--- src/rtl/uart_cmd_pkg.sv ---
// Shared constants, FSM state type and checksum helper for the UART command decoder.
package uart_cmd_pkg;

    localparam logic [7:0] HDR      = 8'hA5;
    localparam logic [7:0] CMD_STEP = 8'h01;
    localparam logic [7:0] CMD_MAXA = 8'h02;
    localparam logic [7:0] CMD_GAIN = 8'h03;
    localparam logic [7:0] CMD_PLAY = 8'h04;

    // HDR + CMD + 4 payload bytes + CS
    localparam int FRAME_LEN = 7;

    typedef enum logic [1:0] {
        IDLE = 2'd0,
        CMD  = 2'd1,
        DATA = 2'd2,
        CSUM = 2'd3
    } state_e;

    // Expected checksum: XOR of the command byte and all four payload bytes.
    function automatic logic [7:0] frame_cs(input logic [7:0] cmd, input logic [31:0] pl);
        return cmd ^ pl[31:24] ^ pl[23:16] ^ pl[15:8] ^ pl[7:0];
    endfunction

endpackage

--- src/rtl/uart_cmd_tmo.sv ---
// Inter-byte timeout counter: cleared by clr, counts while en, pulses expire
// combinationally in the cycle the count sits at TMO_CYC-1 with no clear.
module uart_cmd_tmo #(
    parameter int TMO_CYC = 50000
) (
    input  logic clk,
    input  logic rst,
    input  logic clr,
    input  logic en,
    output logic expire
);

    localparam int CW = $clog2(TMO_CYC + 1);

    logic [CW-1:0] cnt_q, cnt_d;

    // A strobe (clr) always wins over expiry.
    assign expire = en && !clr && (cnt_q == CW'(TMO_CYC - 1));

    // Next count: restart on clear or expiry, otherwise advance while enabled.
    always_comb begin
        cnt_d = cnt_q;
        if (clr || expire) begin
            cnt_d = '0;
        end else if (en) begin
            cnt_d = cnt_q + CW'(1);
        end
    end

    // Count register.
    always_ff @(posedge clk) begin
        if (rst) begin
            cnt_q <= '0;
        end else begin
            cnt_q <= cnt_d;
        end
    end

endmodule

--- src/rtl/uart_cmd_dec.sv ---
// Framed UART command decoder driving the ROM playback configuration.
// Frame: A5 CMD D3 D2 D1 D0 CS, CS = CMD^D3^D2^D1^D0.
// Optional inter-byte timeout compiled in with UART_CMD_TMO_EN.
// Input handshake: uart_in is qualified by the one-cycle strobe uart_rcv; there
// is no backpressure, every strobed byte is consumed in the cycle it arrives.
module uart_cmd_dec
    import uart_cmd_pkg::*;
#(
    parameter int          TMO_CYC  = 50000,
    parameter logic [31:0] STEP_RST = 32'd477901,
    parameter logic [15:0] MAXA_RST = 16'd12586,
    parameter logic [7:0]  GAIN_RST = 8'd11
) (
    input  logic        clk,
    input  logic        rst,
    input  logic [7:0]  uart_in,
    input  logic        uart_rcv,
    output logic [31:0] step_out,
    output logic [15:0] max_adr_out,
    output logic [7:0]  gain_out,
    output logic        play,
    output logic        cfg_upd,
    output logic        frm_err,
    output logic        tst
);

    state_e      state_q, state_d;
    logic [7:0]  cmd_q, cmd_d;
    logic [31:0] data_q, data_d;
    logic [1:0]  idx_q, idx_d;
    logic [31:0] step_q, step_d;
    logic [15:0] maxa_q, maxa_d;
    logic [7:0]  gain_q, gain_d;
    logic        play_q, play_d;
    logic        cfg_upd_q, cfg_upd_d;
    logic        frm_err_q, frm_err_d;
    logic        tst_q, tst_d;
    logic        tmo_exp;

`ifdef UART_CMD_TMO_EN
    uart_cmd_tmo #(
        .TMO_CYC (TMO_CYC)
    ) u_tmo (
        .clk    (clk),
        .rst    (rst),
        .clr    (uart_rcv),
        .en     (state_q != IDLE),
        .expire (tmo_exp)
    );
`else
    // No timeout: a partial frame waits indefinitely. The comparison is always
    // false and only keeps TMO_CYC referenced.
    assign tmo_exp = (TMO_CYC < 0);
`endif

    // Next-state, frame assembly, command execution and pulse generation.
    always_comb begin
        state_d   = state_q;
        cmd_d     = cmd_q;
        data_d    = data_q;
        idx_d     = idx_q;
        step_d    = step_q;
        maxa_d    = maxa_q;
        gain_d    = gain_q;
        play_d    = play_q;
        cfg_upd_d = 1'b0;
        frm_err_d = 1'b0;

        case (state_q)
            IDLE: begin
                if (uart_rcv && uart_in == HDR) begin
                    state_d = CMD;
                end
            end
            CMD: begin
                if (uart_rcv) begin
                    cmd_d   = uart_in;
                    data_d  = '0;
                    idx_d   = '0;
                    state_d = DATA;
                end
            end
            DATA: begin
                // 0xA5 is plain data here; no resynchronisation inside a frame.
                if (uart_rcv) begin
                    data_d = {data_q[23:0], uart_in};
                    idx_d  = idx_q + 2'd1;
                    if (idx_q == 2'd3) begin
                        state_d = CSUM;
                    end
                end
            end
            CSUM: begin
                if (uart_rcv) begin
                    state_d = IDLE;
                    if (uart_in == frame_cs(cmd_q, data_q)) begin
                        cfg_upd_d = 1'b1;
                        case (cmd_q)
                            CMD_STEP: step_d = data_q;
                            CMD_MAXA: maxa_d = data_q[15:0];
                            CMD_GAIN: gain_d = data_q[7:0];
                            CMD_PLAY: play_d = data_q[0];
                            default: begin
                                cfg_upd_d = 1'b0;
                                frm_err_d = 1'b1;
                            end
                        endcase
                    end else begin
                        frm_err_d = 1'b1;
                    end
                end
            end
            default: state_d = IDLE;
        endcase

        // Expiry only happens without a strobe, so it never meets a CS execution.
        if (tmo_exp) begin
            state_d   = IDLE;
            frm_err_d = 1'b1;
        end

        tst_d = (state_d != IDLE);
    end

    // State and output registers.
    always_ff @(posedge clk) begin
        if (rst) begin
            state_q   <= IDLE;
            cmd_q     <= '0;
            data_q    <= '0;
            idx_q     <= '0;
            step_q    <= STEP_RST;
            maxa_q    <= MAXA_RST;
            gain_q    <= GAIN_RST;
            play_q    <= 1'b0;
            cfg_upd_q <= 1'b0;
            frm_err_q <= 1'b0;
            tst_q     <= 1'b0;
        end else begin
            state_q   <= state_d;
            cmd_q     <= cmd_d;
            data_q    <= data_d;
            idx_q     <= idx_d;
            step_q    <= step_d;
            maxa_q    <= maxa_d;
            gain_q    <= gain_d;
            play_q    <= play_d;
            cfg_upd_q <= cfg_upd_d;
            frm_err_q <= frm_err_d;
            tst_q     <= tst_d;
        end
    end

    assign step_out    = step_q;
    assign max_adr_out = maxa_q;
    assign gain_out    = gain_q;
    assign play        = play_q;
    assign cfg_upd     = cfg_upd_q;
    assign frm_err     = frm_err_q;
    assign tst         = tst_q;

endmodule

--- config.mk ---
export PLATFORM = sky130hd
export DESIGN_NAME = uart_cmd_dec
export DESIGN_NICKNAME = d
export VERILOG_FILES = /design/src/rtl/uart_cmd_pkg.sv /design/src/rtl/uart_cmd_tmo.sv /design/src/rtl/uart_cmd_dec.sv
export SDC_FILE = /design/constraint.sdc
export NUM_CORES = 1
export LEC_CHECK = 0
export CAP_MARGIN = 30
export CORE_AREA = 2 2 132 134
export CTS_BUF_LIST = sky130_fd_sc_hd__clkbuf_4 sky130_fd_sc_hd__clkbuf_8
export DETAILED_ROUTE_END_ITERATION = 12
export DIE_AREA = 0 0 134 136
export GPL_TIMING_DRIVEN = 1
export PLACE_DENSITY = 0.45
export SLEW_MARGIN = 10
export SYNTH_ARGS = -nofsm -noshare
export SYNTH_HDL_FRONTEND = slang
export SYNTH_SLANG_ARGS = --single-unit
--- constraint.sdc ---
create_clock -name clk -period 5.8 [get_ports clk]
set_clock_uncertainty 0.05 [all_clocks]
set_input_delay 1.45 -clock clk [delete_from_list [all_inputs] [get_ports clk]]
set_output_delay 1.45 -clock clk [all_outputs]
set_load 0.1 [all_outputs]
=== Word level (Yosys, flattened, before mapping) ===
Cells that the tools add are included.
W data, S select, Z words.

* Bits in registers: 104
* Output and inout port bits: 60

* $add $sub $neg: 1
* Equality and inequality tests: 12
* Mux-type cells: 15
* Bitwise logic cells: 7
* Reduce and logical (&&, ||, !) cells: 13

{| class="wikitable"
|+ Operators by type and width
! kind !! count
|-
| $mux W32 || 2
|-
| $pmux W32 S2 || 1
|-
| $xor A8 B8 Y8 || 4
|-
| $eq A8 B2 Y1 const B || 2
|-
| $reduce_and A4 Y1 || 4
|-
| $mux W2 || 7
|-
| $eq A8 B1 Y1 const B || 1
|-
| $eq A8 B3 Y1 const B || 1
|-
| $eq A8 B8 Y1 || 1
|-
| $eq A8 B8 Y1 const B || 1
|-
| $pmux W2 S4 || 1
|-
| $reduce_or A4 Y1 || 2
|-
| $eq A2 B2 Y1 const B || 3
|-
| $ne A2 B2 Y1 const B || 2
|-
| $pmux W2 S2 || 1
|-
| $reduce_bool A2 Y1 || 2
|-
| $mux W1 || 3
|-
| $not A1 Y1 || 3
|-
| $reduce_and A3 Y1 || 1
|-
| $reduce_or A3 Y1 || 1
|-
| $add A2 B1 Y2 const B || 1
|-
| $eq A2 B1 Y1 const B || 1
|-
| $logic_not A2 Y1 || 1
|-
| $reduce_and A2 Y1 || 1
|-
| $logic_and A1 B1 Y1 || 1
|}

=== Logic depth before layout (Yosys ltp) ===
Gate-level depths: netlist (run 1).

* Depth after elaboration: 7
* Gate-level depth with buffers: 8

=== Worst setup path after synthesis (run 1) ===
Ideal clock, no wire load.

* Kind: input to register
* From: input uart_in[5]
* To: register step_q[0] (netlist: step_out[0])
* Arrival: 2887 ps
* Data required time: 5678 ps
* Slack: 2792 ps
* Stages on the path: 6
* Cell sequence: xor2_1 -> xnor3_2 -> nand4_4 -> nor3_2 -> buf_4 -> mux2i_1

* Cells in the longest elaborated chain, start to end: 2

{| class="wikitable"
|+ RTL lines
! item !! RTL line !! text
|-
| from (decl) || uart_cmd_dec.sv:16 || <nowiki>input logic [7:0] uart_in,</nowiki>
|-
| $eq A8 B8 Y1 || uart_cmd_dec.sv:96 || <nowiki>if (uart_in == frame_cs(cmd_q, data_q)) begin</nowiki>
|-
| $reduce_and A4 Y1 (no line) || -- ||
|-
| to (signal assigned) || uart_cmd_dec.sv:144 || <nowiki>step_q <= step_d;</nowiki>
|-
| to (decl) || uart_cmd_dec.sv:31 || <nowiki>logic [31:0] step_q, step_d;</nowiki>
|}

Every way passes these cells.
A chain may end at the register's enable or synchronous reset.

=== Worst setup path after layout (run 1) ===
* From: input uart_rcv
* To: register step_q[2] (netlist: step_out[2])

* Cells in the longest elaborated chain, start to end: 1

{| class="wikitable"
|+ RTL lines
! item !! RTL line !! text
|-
| from (decl) || uart_cmd_dec.sv:17 || <nowiki>input logic uart_rcv,</nowiki>
|-
| $reduce_and A4 Y1 (no line) || -- ||
|}

Every way passes these cells.

==> results.cfg, run 1 <==
[route]
wirelength_mm = 13.1
vias = 3676
antenna_left = 0
drc = 0
detail_route.wl_per_cell_um = 17.4
via_per_inst = 4.89
drt_iter0_drc = 370
dr.pass1.iters = 4

[yosys]
synth-edff-count = 0
postSynthRegisterBits = 104
syn_avg_cell_area_um2 = 9.78
synth-simple-area-share = 0.182
ys_warn_count = 0
ys_seq_area_frac = 0.447
synth_fp_nets = 488
synth_cells = 476
synth_fa_ha_area_frac = 0.00269
yosys.area_share.xor_xnor = 0.0913
synthDistinctLibCells = 39
synthMuxAreaShare = 0.0709
synth_top_family_by_area = simple AND/OR/NAND/NOR gates
synth_compound_area_frac = 0.149
synth_area_um2 = 4660
synthFlopType = dfxtp_1
async_flop_share = 0

[setup_path]
path_class = input pin to flip-flop
cp-end-kind = flip-flop
ff2ff_setup_slack_ps = 3090
worst_path_largest_cell_delay_ps = 940
path_delay_family = simple AND/OR/NAND/NOR gates
crit_chain = clkdlybuf4s50_1, nand3_2, or4_1, nor3_2, buf_4, mux2i_1
crit_buf_inv = 2
crit_arrival_ps = 4020
crit_slowest_cell = or4_1
path_max_fanout = 21
worstPathRequired_ps = 6050
start_kind = input pin

[sta]
finalCriticalPeriod_ps = 3770
setup_violations = 0
tns_ps = 0
fmax_ghz = 0.265
fin_crit_sh = 0.650
hold_violations = 0
drv_slew = 0
grt_setup_unrepaired = false
worst_pin_slew_ps = 996
slew_headroom = 0.334

[power]
leakage_uw = 0.00198
p_per_area_nw_per_um2 = 220
p_int_uw = 963
p_sw_frac = 0.227
p_comb_frac = 0.041
seqPwrFrac = 0.573
clkPwrFrac = 0.387
ir_drop_mv = 0.0895
p_sw_uw = 284

[clock_tree]
postCtsSetupRepairBufs = 0
clock_sinks = 104
cts-root-buf = clkbuf_8
cts-resized-gates = 0
clock_latency_ps = 380
cts_hold_buffers = 0
cts.path.max_buffers = 2
cts_tree = built
ctsHtreeMaxLevel = 3
clkSlewWorstSetupHoldPaths_ps = 90
cts_buffers = 9

[run_status]
status = complete, no violations

[flow_run]
cap_violations = 0

[floorplanning]
core_um2 = 16900
ios = 71
rows = 48
chipHeight_um = 136
initial_utilization = 0.276
dieArea_um2 = 18200
dieWidth_um = 134

[cells_and_area]
drive_gt1_frac = 0.0932
num_antenna_cells = 0
num-fill-cells = 1715
area_growth_pct = 21.5
final_nets = 533
finalInstanceArea_um2 = 5660

[global_routing]
antenna_found_initial = 0
grt_overflow_total = 0
grt_max_degree = 68
grt_pass1_wl_mm = 20.8
gr-usage-all-layers = 0.147
first_global_vias = 3671

[place]
hpwlAfterDp_mm = 8.91
io_buffer_count = 70
gp_congestion = 0.753
dpl_cell_area_um2 = 5450

[min_path]
worstHoldPathType = flip-flop to flip-flop
[path summary, 6_finish.rpt]
check	start	end	depth (start not counted)
min reg2reg	step_out[5]$_SDFFE_PP0P_	step_out[5]$_SDFFE_PP0P_	2
max reg2reg	data_q[9]$_SDFFE_PP0P_	gain_out[4]$_SDFFE_PP0P_	6
min	step_out[5]$_SDFFE_PP0P_	step_out[5]$_SDFFE_PP0P_	2
max	uart_rcv	step_out[2]$_SDFFE_PP1P_	6
[cells by family after synthesis]
group | count (synthesis)
buffers and inverters | 44
and+or+nand+nor | 157
AOI/OAI and AO/OA | 103
adders and majority gates | 1
xor gates and xnor gates | 34
muxes | 33
DFF | 104
[tightest hold or removal path, stage by stage (launching register included)]
cell and delay (ps):
dfxtp_1 320, o31ai_1 60, a21oi_1 50
[power by group through the flow]
stage | clock [µW] | sequential (µW) | combinational, µW
global placement | 0 | 730 | 51.0
global route | 523 | 714 | 55.5
floorplan | 0 | 730 | 37.6
detailed placement | 0 | 730 | 50.8
finish | 482 | 714 | 50.5
CTS | 499 | 714 | 51.0
[synth_stat cells (3+ instances only)]
| cell type | instances | share of area |
|---|---|---|
| a311oi_1 | 3 | 0.0056 |
| nand4_1 | 32 | 0.043 |
| a21oi_1 | 34 | 0.037 |
| mux2i_1 | 33 | 0.071 |
| or2b_2 | 4 | 0.0075 |
| nor2_1 | 81 | 0.065 |
| a22oi_1 | 33 | 0.053 |
| clkbuf_8 | 5 | 0.015 |
| xnor3_4 | 4 | 0.023 |
| nand2_1 | 6 | 0.0048 |
| nor3_1 | 3 | 0.0032 |
| buf_4 | 3 | 0.0048 |
| buf_2 | 14 | 0.015 |
| nor4_1 | 4 | 0.0054 |
| xor2_1 | 10 | 0.019 |
| buf_6 | 3 | 0.0073 |
| dfxtp_1 | 104 | 0.45 |
| clkbuf_1 | 19 | 0.015 |
| o31ai_1 | 33 | 0.053 |
| xnor2_1 | 16 | 0.030 |
| nand2b_1 | 6 | 0.0081 |
[routing by layer]
metal  vias up  share of wire  GRT usage
met5         -              0          0
met4         0          0.019     0.0567
met3        14          0.031     0.0257
met2        58           0.49      0.248
met1      1778           0.46      0.187
li1       1826              -          -
[registers in the layout, indices dropped and copies added (netlist names)]
| name | flops |
|---|---|
| cfg_upd | 1 |
| cmd_q | 8 |
| data_q | 32 |
| frm_err | 1 |
| gain_out | 8 |
| idx_q | 2 |
| max_adr_out | 16 |
| play | 1 |
| state_q | 2 |
| step_out | 32 |
| tst | 1 |
[cells in the final DEF (no fill, tap or decap), types with 3 or more instances in the layout]
cell type        instances
a22oi_1                 33
nand4_1                 32
nand2_1                  6
a21oi_1                 34
xor2_1                  10
dfxtp_1                104
buf_4                    7
o31ai_1                 33
nand2b_1                 6
nor4_1                   3
xnor2_1                 16
clkdlybuf4s50_1         69
a311oi_1                 3
nor2_1                  80
clkbuf_8                11
xnor3_4                  4
or2b_2                   4
mux2i_1                 33
nor3_1                   3
[through the flow]
| stage | power (µW) | hold slack [ps] | utilization | std cells | setup WS [ps] |
|---|---|---|---|---|---|
| global placement | 781 | 412 | 0.321 | 733 | 1700 |
| global route | 1290 | 447 | 0.335 | 751 | 1870 |
| floorplan | 768 | 404 | - | 476 | 2790 |
| detailed placement | 781 | 415 | 0.323 | 735 | 1630 |
| finish | 1250 | 422 | 0.335 | 751 | 2030 |
| CTS | 1260 | 429 | 0.335 | 751 | 2050 |
[cell type report]
class / count / area [µm²] / share of cell area
multi-input cells: 328 / 2320 / 0.410
flip-flops and latches: 104 / 2080 / 0.368
repair buffers: 78 / 769 / 0.136
well taps: 225 / 282 / 0.0498
clock buffers: 13 / 166 / 0.0294
clock inverters: 3 / 40.0 / 0.00708
Note: power is estimated with default switching activity, not from simulation.
==> inputs of run 2 (changes only) <==
--- a/config.mk
+++ b/config.mk
@@ -11,7 +11,7 @@
 export DETAILED_ROUTE_END_ITERATION = 12
 export DIE_AREA = 0 0 134 136
 export GPL_TIMING_DRIVEN = 1
-export PLACE_DENSITY = 0.45
+export PLACE_DENSITY = 0.46
 export SLEW_MARGIN = 10
 export SYNTH_ARGS = -nofsm -noshare
 export SYNTH_HDL_FRONTEND = slang
==> constraint.sdc (replaced) <==
create_clock -name clk -period 3.09 [get_ports clk]
set_clock_uncertainty 0.05 [all_clocks]
set_input_delay 0.7725 -clock clk [delete_from_list [all_inputs] [get_ports clk]]
set_output_delay 0.7725 -clock clk [all_outputs]
set_load 0.1 [all_outputs]
==> results.cfg, run 2 (synthesis gave the netlist of run 1 again) <==
[global_routing]
antenna_found_initial = 0
grt_pass1_wl_mm = 20.4
first_global_vias = 3612
gr-usage-all-layers = 0.146
grt_overflow_total = 0
grt_max_degree = 65

[clock_tree]
cts_hold_buffers = 0
postCtsSetupRepairBufs = 0
cts_buffers = 9
cts.path.max_buffers = 2
cts-resized-gates = 0
clkSlewWorstSetupHoldPaths_ps = 90
clock_sinks = 104
cts_tree = built
clock_latency_ps = 390
cts-root-buf = clkbuf_8
ctsHtreeMaxLevel = 3

[power]
ir_drop_mv = 0.215
seqPwrFrac = 0.553
p_sw_frac = 0.226
p_per_area_nw_per_um2 = 431
p_sw_uw = 548
clkPwrFrac = 0.405
p_int_uw = 1880
leakage_uw = 0.00213
p_comb_frac = 0.042

[setup_path]
crit_chain = clkdlybuf4s50_1, xor2_1, xnor3_2, and4_1, buf_4, nand4_1, a21oi_1
start_kind = input pin
crit_slowest_cell = clkdlybuf4s50_1
path_class = input pin to flip-flop
path_max_fanout = 16
ff2ff_setup_slack_ps = 840
worst_path_largest_cell_delay_ps = 560
crit_arrival_ps = 2810
worstPathRequired_ps = 3300
reg2reg_depth = 6
r2r-start = data_q[7]$_SDFFE_PP0P_
cp-end-kind = flip-flop
r2r_end = step_out[20]$_SDFFE_PP0P_

[sta]
tns_ps = 0
drv_slew = 0
grt_setup_unrepaired = false
finalCriticalPeriod_ps = 2600
hold_violations = 0
fin_crit_sh = 0.843
fin_ws_ps = 486
slew_headroom = 0.562
fmax_ghz = 0.384
setup_violations = 0
worst_pin_slew_ps = 647

[cells_and_area]
final_nets = 544
finalInstanceArea_um2 = 5630
drive_gt1_frac = 0.223
multiInputGateArea_um2 = 2320
area_growth_pct = 20.8
layout_commonest_cell = dfxtp_1
num_antenna_cells = 0
seq_area_um2 = 2080
num-fill-cells = 1740
final_cell_mix = 104 x dfxtp_1, 80 x nor2_1, 78 x buf_4

[floorplanning]
dieArea_um2 = 18200
rows = 48
dieWidth_um = 134
ios = 71
core_um2 = 16900
chipHeight_um = 136
initial_utilization = 0.276

[route]
antenna_left = 0
wl_met3_um = 451
via_per_inst = 4.81
detail_route.wl_per_cell_um = 16.9
drc = 0
m1WireLength_mm = 6.01
vias = 3665
wirelength_mm = 12.9
dr.pass1.iters = 4
wl_met2_mm = 6.24
drt_iter0_drc = 363
top_layer = met4

[place]
dpl_cell_area_um2 = 5400
io_buffer_count = 70
gp_congestion = 0.759
hpwlAfterDp_mm = 9.03
dp_slack_ps = 109

[min_path]
worstHoldPathType = flip-flop to flip-flop
min_from = step_out[21]$_SDFFE_PP0P_
hold_depth = 2
hold_path_end = step_out[21]$_SDFFE_PP0P_

[flow_run]
cap_violations = 0

[run_status]
status = complete, no violations
==> run 2: changes by cell type in the layout (fill, tap and decap cells not counted), sizes merged <==
| cell | before | now |
|---|---|---|
| bufinv | 1 | 2 |
| clkinv | 2 | 3 |
| clkdlybuf4s50 | 69 | 9 |
| clkdlybuf4s15 | 1 | 0 |
| clkbuf | 13 | 11 |
| buf | 8 | 80 |
==> run 2: power groups by stage <==
stage | registers (µW) | clock network, µW | logic [µW]
finish | 1340 | 983 | 102
global route | 1340 | 1060 | 111
CTS | 1340 | 1010 | 102
detailed placement | 1370 | 0 | 102
global placement | 1370 | 0 | 101
floorplan | 1370 | 0 | 70.5
==> run 2: how the worst max path moves through the flow <==
stage	to	startpoint	depth (start not counted)	slack, ps
3_3_place_gp	step_out[30]$_SDFFE_PP0P_	uart_in[0]	7	120
3_5_place_dp	gain_out[5]$_SDFFE_PP0P_	uart_in[2]	7	110
5_1_grt	max_adr_out[14]$_SDFFE_PP0P_	uart_in[2]	7	380
4_1_cts	step_out[20]$_SDFFE_PP0P_	uart_in[2]	7	490
6_report	max_adr_out[10]$_SDFFE_PP0P_	uart_in[0]	7	490
2_1_floorplan	step_out[0]$_SDFFE_PP1P_	uart_in[5]	6	760
==> run 2: layout make-up <==
cell class / instances / share of cell area
timing repair buffer: 89 / 0.127
tap: 225 / 0.0500
multi-input combinational: 328 / 0.412
clock inverter: 5 / 0.0140
clock buffer: 11 / 0.0269
sequential: 104 / 0.370
==> run 2: layer usage <==
layer  up-vias  track usage
met2        70        0.237
li1       1834            -
met1      1750        0.194
met3        11       0.0242
met5         -            0
met4         0       0.0585
==> run 2: stage by stage <==
stage                util  hold slack, ps  total power (µW)  cells
CTS                 0.333             428              2450    762
detailed placement  0.320             414              1470    746
global placement    0.320             410              1470    746
global route        0.333             449              2510    762
finish              0.333             425              2420    762
floorplan               -             404              1440    476
==> run 2: critical path: cells and delay by family <==
kind	cells	cell delay [ps]
AOI/OAI and AO/OA	1	80
xor gates and xnor gates	2	760
buffers and inverters	2	780
and+or+nand+nor	2	420
